File: src/rtl/peak_acq_pkg.sv
// Shared types and defaults for the peak-hold acquisition sequencer.
// Consumers: peak_cmp, peak_acq_sequencer.
package peak_acq_pkg;

  typedef enum logic [2:0] {
    IDLE    = 3'd0,
    CONV_HI = 3'd1,
    CONV_LO = 3'd2,
    CAPTURE = 3'd3,
    DISCH   = 3'd4,
    OUT     = 3'd5
  } state_t;

  localparam int         CNT_W         = 16;
  localparam int         HIGH_CYC_DEF  = 14;
  localparam int         LOW_CYC_DEF   = 264;
  localparam int         DISCH_CYC_DEF = 3;
  localparam logic [9:0] VREF_DEF      = 10'd392;

endpackage

File: src/rtl/peak_cmp.sv
// Threshold comparator: over is set only when vpeak is strictly above VREF
// (unsigned). A code equal to VREF does not count as over.
module peak_cmp
  import peak_acq_pkg::*;
#(
  parameter logic [9:0] VREF = VREF_DEF
) (
  input  logic [9:0] vpeak,
  output logic       over
);

  assign over = (vpeak > VREF);

endmodule

File: src/rtl/peak_acq_sequencer.sv
// Conversion strobe / capture / discharge sequencer for a peak-hold front end.
// Optional saturating over-threshold counter: define PEAK_ACQ_OVER_CNT_EN.
//
// Handshake: sample_valid is high only in OUT; sample_data/sample_over hold
// until sample_valid & sample_ready at a clk edge. sample_ready is ignored
// in every other state, so a pending sample is never dropped or overwritten.
module peak_acq_sequencer
  import peak_acq_pkg::*;
#(
  parameter int         HIGH_CYC  = HIGH_CYC_DEF,
  parameter int         LOW_CYC   = LOW_CYC_DEF,
  parameter int         DISCH_CYC = DISCH_CYC_DEF,
  parameter logic [9:0] VREF      = VREF_DEF
) (
  input  logic        clk,
  input  logic        clear,
  input  logic        enable,
  input  logic [9:0]  vpeak,
  input  logic        sample_ready,
  output logic        conv,
  output logic        peak_reset,
  output logic [9:0]  sample_data,
  output logic        sample_over,
  output logic        sample_valid,
  output logic [15:0] over_cnt
);

  // Phase counters run 0..N-1, so the terminal compare is against N-1.
  localparam logic [CNT_W-1:0] HI_LAST = CNT_W'(HIGH_CYC - 1);
  localparam logic [CNT_W-1:0] LO_LAST = CNT_W'(LOW_CYC - 1);
  localparam logic [CNT_W-1:0] DI_LAST = CNT_W'(DISCH_CYC - 1);

  state_t             state_q, state_d;
  logic [CNT_W-1:0]   cnt_q, cnt_d;
  logic               over;

  peak_cmp #(.VREF(VREF)) u_cmp (
    .vpeak (vpeak),
    .over  (over)
  );

  always_ff @(posedge clk or negedge clear) begin
    if (!clear) begin
      state_q <= IDLE;
      cnt_q   <= '0;
    end else begin
      state_q <= state_d;
      cnt_q   <= cnt_d;
    end
  end

  always_comb begin
    state_d = state_q;
    cnt_d   = cnt_q;
    case (state_q)
      IDLE: begin
        cnt_d = '0;
        if (enable) state_d = CONV_HI;
      end
      CONV_HI: begin
        if (cnt_q == HI_LAST) begin
          state_d = CONV_LO;
          cnt_d   = '0;
        end else begin
          cnt_d = cnt_q + 1'b1;
        end
      end
      CONV_LO: begin
        if (cnt_q == LO_LAST) begin
          state_d = CAPTURE;
          cnt_d   = '0;
        end else begin
          cnt_d = cnt_q + 1'b1;
        end
      end
      CAPTURE: begin
        cnt_d   = '0;
        state_d = over ? DISCH : OUT;
      end
      DISCH: begin
        if (cnt_q == DI_LAST) begin
          state_d = OUT;
          cnt_d   = '0;
        end else begin
          cnt_d = cnt_q + 1'b1;
        end
      end
      OUT: begin
        cnt_d = '0;
        // enable is only consulted here, so dropping it mid-frame finishes the frame
        if (sample_ready) state_d = enable ? CONV_HI : IDLE;
      end
      default: begin
        state_d = IDLE;
        cnt_d   = '0;
      end
    endcase
  end

  always_comb begin
    conv         = (state_q == CONV_HI);
    peak_reset   = (state_q == DISCH);
    sample_valid = (state_q == OUT);
  end

  always_ff @(posedge clk or negedge clear) begin
    if (!clear) begin
      sample_data <= '0;
      sample_over <= 1'b0;
    end else if (state_q == CAPTURE) begin
      sample_data <= vpeak;
      sample_over <= over;
    end
  end

`ifdef PEAK_ACQ_OVER_CNT_EN
  logic [15:0] over_cnt_q;

  always_ff @(posedge clk or negedge clear) begin
    if (!clear) begin
      over_cnt_q <= '0;
    end else if ((state_q == CAPTURE) && over && (over_cnt_q != 16'hFFFF)) begin
      over_cnt_q <= over_cnt_q + 16'd1;
    end
  end

  assign over_cnt = over_cnt_q;
`else
  assign over_cnt = 16'd0;
`endif

endmodule

File: config.mk
export PLATFORM = sky130hd
export DESIGN_NAME = peak_acq_sequencer
export DESIGN_NICKNAME = d
export VERILOG_FILES = /design/src/rtl/peak_acq_pkg.sv /design/src/rtl/peak_cmp.sv /design/src/rtl/peak_acq_sequencer.sv
export SDC_FILE = /design/constraint.sdc
export NUM_CORES = 1
export LEC_CHECK = 0
export ABC_CLOCK_PERIOD_IN_PS = 3900
export CORE_AREA = 2 2 109 58
export CTS_CLUSTER_SIZE = 40
export DETAILED_ROUTE_END_ITERATION = 12
export DIE_AREA = 0 0 111 60
export GPL_ROUTABILITY_DRIVEN = 0
export PLACE_DENSITY = 0.63
export REMOVE_ABC_BUFFERS = 1
export SETUP_SLACK_MARGIN = 0.1
export SYNTH_ARGS = -nofsm -noshare
export SYNTH_HDL_FRONTEND = slang
export SYNTH_SLANG_ARGS = --single-unit
File: constraint.sdc
create_clock -name clk -period 3.9 [get_ports clk]
set_input_delay 0.78 -clock clk [delete_from_list [all_inputs] [get_ports clk]]
set_output_delay 0.78 -clock clk [all_outputs]
set_load 0.01 [all_outputs]
==> results of run 1 <==
-- routing by layer --
metal / vias to the layer above / global-route usage, % / wire length [µm]
li1: 569 / - / -
met1: 544 / 15.3 / 1730
met2: 22 / 15.1 / 1210
met3: 5 / 4.06 / 159
met4: 0 / 3.75 / 53
met5: - / 0 / 0
-- flip-flops by register name, summed over array words and instances (netlist names) --
| register | flops |
|---|---|
| cnt_q | 16 |
| sample_data | 10 |
| sample_over | 1 |
| state_q | 3 |
-- final cells by class --
type,instances,share of cell area [%]
repair buffers,28,13.2
flip-flops and latches,30,35.8
clock buffers,6,6.15
multi-input cells,116,37.4
inverters,6,1.07
clock inverters,2,1.79
well taps,77,4.59
-- layout by cell type (no fill, tap or decap), types with 3 or more instances in the layout --
cell and count:
xnor2_1 7, conb_1 16, clkdlybuf4s50_1 27, ha_1 3, inv_1 6, nor2_1 22
xor2_1 8, nand2_1 7, mux2_2 10, nand3_1 6, nor3_1 7, clkbuf_16 5
nand4_1 3, dfrtp_1 30
-- final timing paths --
path	from	endpoint	slack [ps]	depth (start not counted)
min reg2reg	sample_data[7]$_DFFE_PN0P_	sample_data[7]$_DFFE_PN0P_	500	1
max reg2reg	cnt_q[12]$_DFF_PN0_	cnt_q[7]$_DFF_PN0_	1970	5
min in group asynchronous	clear	cnt_q[1]$_DFF_PN0_	910	2
max	state_q[0]$_DFFE_PN0P_	conv	1490	2
min	sample_data[7]$_DFFE_PN0P_	sample_data[7]$_DFFE_PN0P_	500	1
max in group asynchronous	clear	cnt_q[7]$_DFF_PN0_	2710	2
-- report_power, final --
group / total [mW] / leakage [nW] / switching, mW / internal [mW]
clock: 0.433 / 0.0771 / 0.132 / 0.301
sequential: 0.475 / 0.386 / 0.0792 / 0.396
combinational: 0.499 / 0.433 / 0.222 / 0.277
-- kinds of logic (layout without fill, tap and decap cells) --
| family | Yosys count | in the layout | share of synthesized area [%] |
|---|---|---|---|
| AND/OR/NAND/NOR | 61 | 61 | 21.2 |
| buffers and inverters | 28 | 42 | 10.8 |
| adder cells (fa/ha/maj) | 3 | 3 | 2.27 |
| multiplexers | 11 | 11 | 7.48 |
| XOR/XNOR | 15 | 15 | 7.93 |
| other | 1 | 16 | 0.226 |
| AO/OA/AOI/OAI | 10 | 10 | 4.76 |
| flip-flops | 30 | 30 | 45.3 |
==> impl_results.md, run 1 <==
* Die area at about 6700 µm²
* Worst ir drop on vdd at roughly 0.31 mV
* Async SR Flop Fraction at 100%
* Fillers at between 500 and 600
* Via count at approximately 1100
* Final setup vio count at 0
* Synth area leaders: dfrtp_1 45%, buf_4 7.3%, mux2_2 6.8%
* Synthesis-to-finish area growth at 26.6%
* Antenna fix cells at 0
* Tot Pwr at around 1.4 mW
* Port bufs at 27
* Post-cts sizing count at 0
* Placed cell area at 1930 µm²
* Clk_lat worst skew at 270 ps
* Cells after DPL at 257
* Crit path time final at 2410 ps
* Core area at 5780 µm²
* CP max stage delay at 570 ps
* Pin count of the biggest net entering global routing at 31
* Ys Warns at 0
* DRT iter0 DRCs at 56
* Hold buffer count at CTS at 0
* DRC at 0
* CTS sink count at 30
* HP Class: reg2reg
* Synth Flop Type: dfrtp_1
* Pre-CTS worst setup slack at approximately 1300 ps
* Number of global-route vias before repair at 1127
* Top-count cell post-synth: dfrtp_1
* Synth area leader: dfrtp_1
* Clk_skew at ~9 ps
* Initial core utilization at around 29%
* Number of routed nets with antenna violations at 0
* Arrival @ worst endpoint at around 1600 ps
* Die height at ~60 µm
* Slew HR at approximately three fifths
* Hold Worst Slack at slightly above 500 ps
* Slowest cell on the critical path: clkdlybuf4s50_1
* Crit share post-route at roughly three fifths
* Status: finished, final reports clean
* Yosys reg bits at 30
* Critical path peak fanout at 9
* Vias per inst at 4.30
* Mapped Avg Cell Area at ~10 µm²
* Library cells used by synthesis at 39
* CTS clk-pin slew, worst paths at around 50 ps
* Critical path cell sequence: nor3b_2 > clkdlybuf4s50_1
* Worst setup margin at between 1000 and 1500 ps
* Crit Path Category: reg2out
* GRT Total Usage at roughly 11%
* Mapped cell area at 1660 µm²
* First-pass DRT Iterations at 4
* Fin Setup TNS at 0 ps
* EDFF count, synth at 0
* CTS tree: built
* DP Wirelength at about 2400 µm
* Seq/Total Area, Yosys at a little under half
* Max Clk Rate at slightly above 0.4 GHz
* Crit path required time at around 3100 ps
* Register area at between 700 and 800 µm²
* Area of the multi-input gates at 783 µm²
* Clk buf depth at 2
* I/O pins at 44
* CP Launch Type: register
* Commonest cells in the synthesized netlist: 30 x dfrtp_1, 22 x nor2_1, 16 x buf_4, 10 x mux2_2, 8 x xor2_1
* Post-CTS Setup Repair Bufs at 0
* Fin area at 2100 µm²
* Final core utilization at 36.3%
* First-pass GRT wire length at between 5000 and 6000 µm
* WL per Instance at approximately 12 µm
* Syn Inst Count at approximately 160
* LEAKAGE at ~0.90 nW
* PwrDens at between 600 and 700 nW/µm²
* Non-Filler Instances at approximately 270
* TritonCTS Buffers at 5
* Delay-heaviest family, CP: buffers and inverters
* RSZ-0062 raised after global routing: false
* Worst Path Buf+Inv at 1
* Final Hold Fails at 0
* Row count at 20
* Worst-Margin Slew at approximately 600 ps
* Critical Path End Type: primary output
* Final WL at 3150 µm
* Grt ovf at 0
* Initial antenna violation count at 0
* H-tree Lvls at 2
* Synth top area share at 45.3%
* Die X at between 100 and 150 µm
* Max-cap violations at 0
* Clock root buffer: clkbuf_16
* Nets at a little over 200
* Pins Over Slew Limit at 0
* Layout cells sized above 1 at between 10 and 15%
No activity file was read; power rests on OpenSTA's default activity.
==> inputs of run 2 (changes only) <==
--- a/config.mk
+++ b/config.mk
@@ -5,13 +5,13 @@
 export SDC_FILE = /design/constraint.sdc
 export NUM_CORES = 1
 export LEC_CHECK = 0
-export ABC_CLOCK_PERIOD_IN_PS = 3900
+export ABC_CLOCK_PERIOD_IN_PS = 2100
 export CORE_AREA = 2 2 109 58
 export CTS_CLUSTER_SIZE = 40
 export DETAILED_ROUTE_END_ITERATION = 12
 export DIE_AREA = 0 0 111 60
 export GPL_ROUTABILITY_DRIVEN = 0
-export PLACE_DENSITY = 0.63
+export PLACE_DENSITY = 0.65
 export REMOVE_ABC_BUFFERS = 1
 export SETUP_SLACK_MARGIN = 0.1
 export SYNTH_ARGS = -nofsm -noshare
==> constraint.sdc (replaced) <==
create_clock -name clk -period 2.1 [get_ports clk]
set_input_delay 0.42 -clock clk [delete_from_list [all_inputs] [get_ports clk]]
set_output_delay 0.42 -clock clk [all_outputs]
set_load 0.01 [all_outputs]
==> impl_results.md, run 2 (same netlist as run 1, synthesis figures left out) <==
* Status: finished, final reports clean (unchanged)
* Synthesis-to-finish area growth at 28.8% (was 26.6%)
* Critical Path End Type: register (was primary output)
* GRT Total Usage at 11.2% (was 10.8%)
* CTS sink count at 30 (unchanged)
* Cells after DPL at 258 (was 257)
* Pin count of the biggest net entering global routing at 31 (unchanged)
* DRT iter0 DRCs at 77 (was 56)
* Pins Over Slew Limit at 0 (unchanged)
* Crit path required time at 2250 ps (was 3120 ps)
* Die area at 6660 µm² (unchanged)
* Crit Path Category: reg2reg (was reg2out)
* Worst r2r dst: state_q[2]$_DFFE_PN0P_ (was cnt_q[7]$_DFF_PN0_)
* Grt ovf at 0 (unchanged)
* LEAKAGE at 0.948 nW (was 0.896 nW)
* Critical path peak fanout at 5 (was 9)
* HP Class: reg2reg (unchanged)
* Clk_lat worst skew at 280 ps (was 270 ps)
* Die X at 111 µm (unchanged)
* Hold buffer count at CTS at 0 (unchanged)
* Vias per inst at 4.24 (was 4.30)
* PwrDens at 1240 nW/µm² (was 671 nW/µm²)
* First-pass DRT Iterations at 4 (unchanged)
* Initial antenna violation count at 0 (unchanged)
* Worst R2R Path Depth at 5 (unchanged)
* Number of routed nets with antenna violations at 0 (unchanged)
* Final core utilization at 36.9% (was 36.3%)
* Slowest cell on the critical path: dfrtp_1 (was clkdlybuf4s50_1)
* Fin Setup TNS at 0 ps (unchanged)
* Reg2Reg Launch Point: cnt_q[7]$_DFF_PN0_ (was cnt_q[12]$_DFF_PN0_)
* Nets at 209 (was 204)
* First-pass GRT wire length at 5690 µm (was 5480 µm)
* Commonest non-fill, non-tap cell in the layout: dfrtp_1 (unchanged)
* Clock root buffer: clkbuf_16 (unchanged)
* Crit path time final at about 1900 ps
* H-tree Lvls at 2 (unchanged)
* Clk buf depth at 2 (unchanged)
* Non-Filler Instances at 270 (was 265)
* CP max stage delay at 440 ps (was 570 ps)
* Hold endpoint: sample_data[7]$_DFFE_PN0P_ (unchanged)
* I/O pins at 44 (unchanged)
* Worst Hold Depth at 1 (unchanged)
* DRC at 0 (unchanged)
* Arrival @ worst endpoint at 2030 ps (was 1630 ps)
* Max-cap violations at 0 (unchanged)
* TritonCTS Buffers at 5 (unchanged)
* Top reg by flops: cnt_q (unchanged)
* Crit share post-route at 89.4%
* Antenna fix cells at 0 (unchanged)
* Layout cells sized above 1 at 18.1% (was 13.8%)
* Die height at 60 µm (unchanged)
* Clk_skew at 3.73 ps (was 8.98 ps)
* RSZ-0062 raised after global routing: false (unchanged)
* CTS clk-pin slew, worst paths at 50 ps (about the same)
* Commonest non-fill, non-tap cells in the layout: 27 x dfrtp_1, 24 x clkdlybuf4s50_1, 22 x nor2_1 (was 30 x dfrtp_1, 27 x clkdlybuf4s50_1, 22 x nor2_1)
* Via count at 1146 (was 1140)
* Number of global-route vias before repair at 1055 (was 1127)
* Critical path cell sequence: nor4_1 > and3_2 > a21oi_1 > nor4_2 > mux2_1 (was nor3b_2 > clkdlybuf4s50_1)
* Final setup vio count at 0 (unchanged)
* Top Registers: cnt_q x16, sample_data x10, state_q x3 (unchanged)
* Pre-CTS worst setup slack at -25.3 ps (was 1310 ps)
* Critical hold path startpoint: sample_data[7]$_DFFE_PN0P_ (unchanged)
* DP Wirelength at 2580 µm (was 2370 µm)
* Port bufs at 27 (unchanged)
* Worst setup margin at 224 ps (was 1490 ps)
* Max Clk Rate at between 0.5 and 0.6 GHz
* Worst ir drop on vdd at 0.481 mV (was 0.314 mV)
* Row count at 20 (unchanged)
* Core area at 5780 µm² (unchanged)
* Final Hold Fails at 0 (unchanged)
* Max reg flops at 16 (unchanged)
* Reg2reg setup slack at 220 ps (was 1970 ps)
* CTS tree: built (unchanged)
* CP Launch Type: register (unchanged)
* WL per Instance at 13.0 µm (was 11.9 µm)
* Initial core utilization at 28.7% (unchanged)
* Final WL at 3510 µm (was 3150 µm)
[run 2: cell count changes in the layout (fill, tap and decap cells not counted), sizes merged]
cell and change:
clkinv +1, bufinv -1, buf +5, clkdlybuf4s50 -3, dlymetal6s2s +2, dlygate4sd2 +1
[run 2: timing repair]
| item | in CTS | in global routing |
|---|---|---|
| buffers inserted | 0 | 4 |
| endpoints found under the setup margin | 3 | 2 |
| resized for setup | 4 | 3 |
[run 2: cell type report]
class | count | area (µm²)
Multi-Input combinational cell | 116 | 790
Clock buffer | 6 | 139
Timing Repair Buffer | 33 | 319
Inverter | 6 | 22.5
Sequential cell | 30 | 754
Tap cell | 77 | 96.3
Clock inverter | 2 | 12.5
Fill cell | 597 | 3650
[run 2: through the flow]
stage               total power, mW  hold slack [ps]  instance area, µm²
detailed placement             1.87              493                1940
global placement               1.85              492                1940
global route                   2.80              515                2130
finish                         2.64              503                2130
floorplan                      1.41              124                1560
CTS                            2.60              505                2090
[run 2: routing by layer]
metal	track usage (%)	vias up	part of all wire [%]
li1	-	575	-
met1	17.4	546	57
met2	14.3	23	39
met3	3.14	2	3.8
met4	4.29	0	0.34
met5	0	-	0
[run 2: power by group]
group	leakage, nW	total, mW	switching, mW	internal (mW)
sequential	0.382	0.884	0.143	0.740
clock	0.0729	0.721	0.252	0.468
combinational	0.493	1.04	0.457	0.579
total	0.948	2.64	0.853	1.79
[run 2: critical path, delay by kind of cell, from the launching register on]
| kind | cells | cell delay (ps) |
|---|---|---|
| and+or+nand+nor | 3 | 820 |
| DFF | 1 | 440 |
| muxes | 1 | 350 |
| AOI/OAI and AO/OA | 1 | 150 |
[run 2: worst max-delay path by stage]
| stage | from | endpoint |
|---|---|---|
| 2_1_floorplan | cnt_q[7]$_DFF_PN0_ | state_q[2]$_DFFE_PN0P_ |
| 3_3_place_gp | vpeak[6] | state_q[0]$_DFFE_PN0P_ |
| 3_5_place_dp | vpeak[6] | state_q[0]$_DFFE_PN0P_ |
| 4_1_cts | state_q[2]$_DFFE_PN0P_ | conv |
| 5_1_grt | cnt_q[12]$_DFF_PN0_ | state_q[2]$_DFFE_PN0P_ |
| 6_report | cnt_q[7]$_DFF_PN0_ | state_q[2]$_DFFE_PN0P_ |
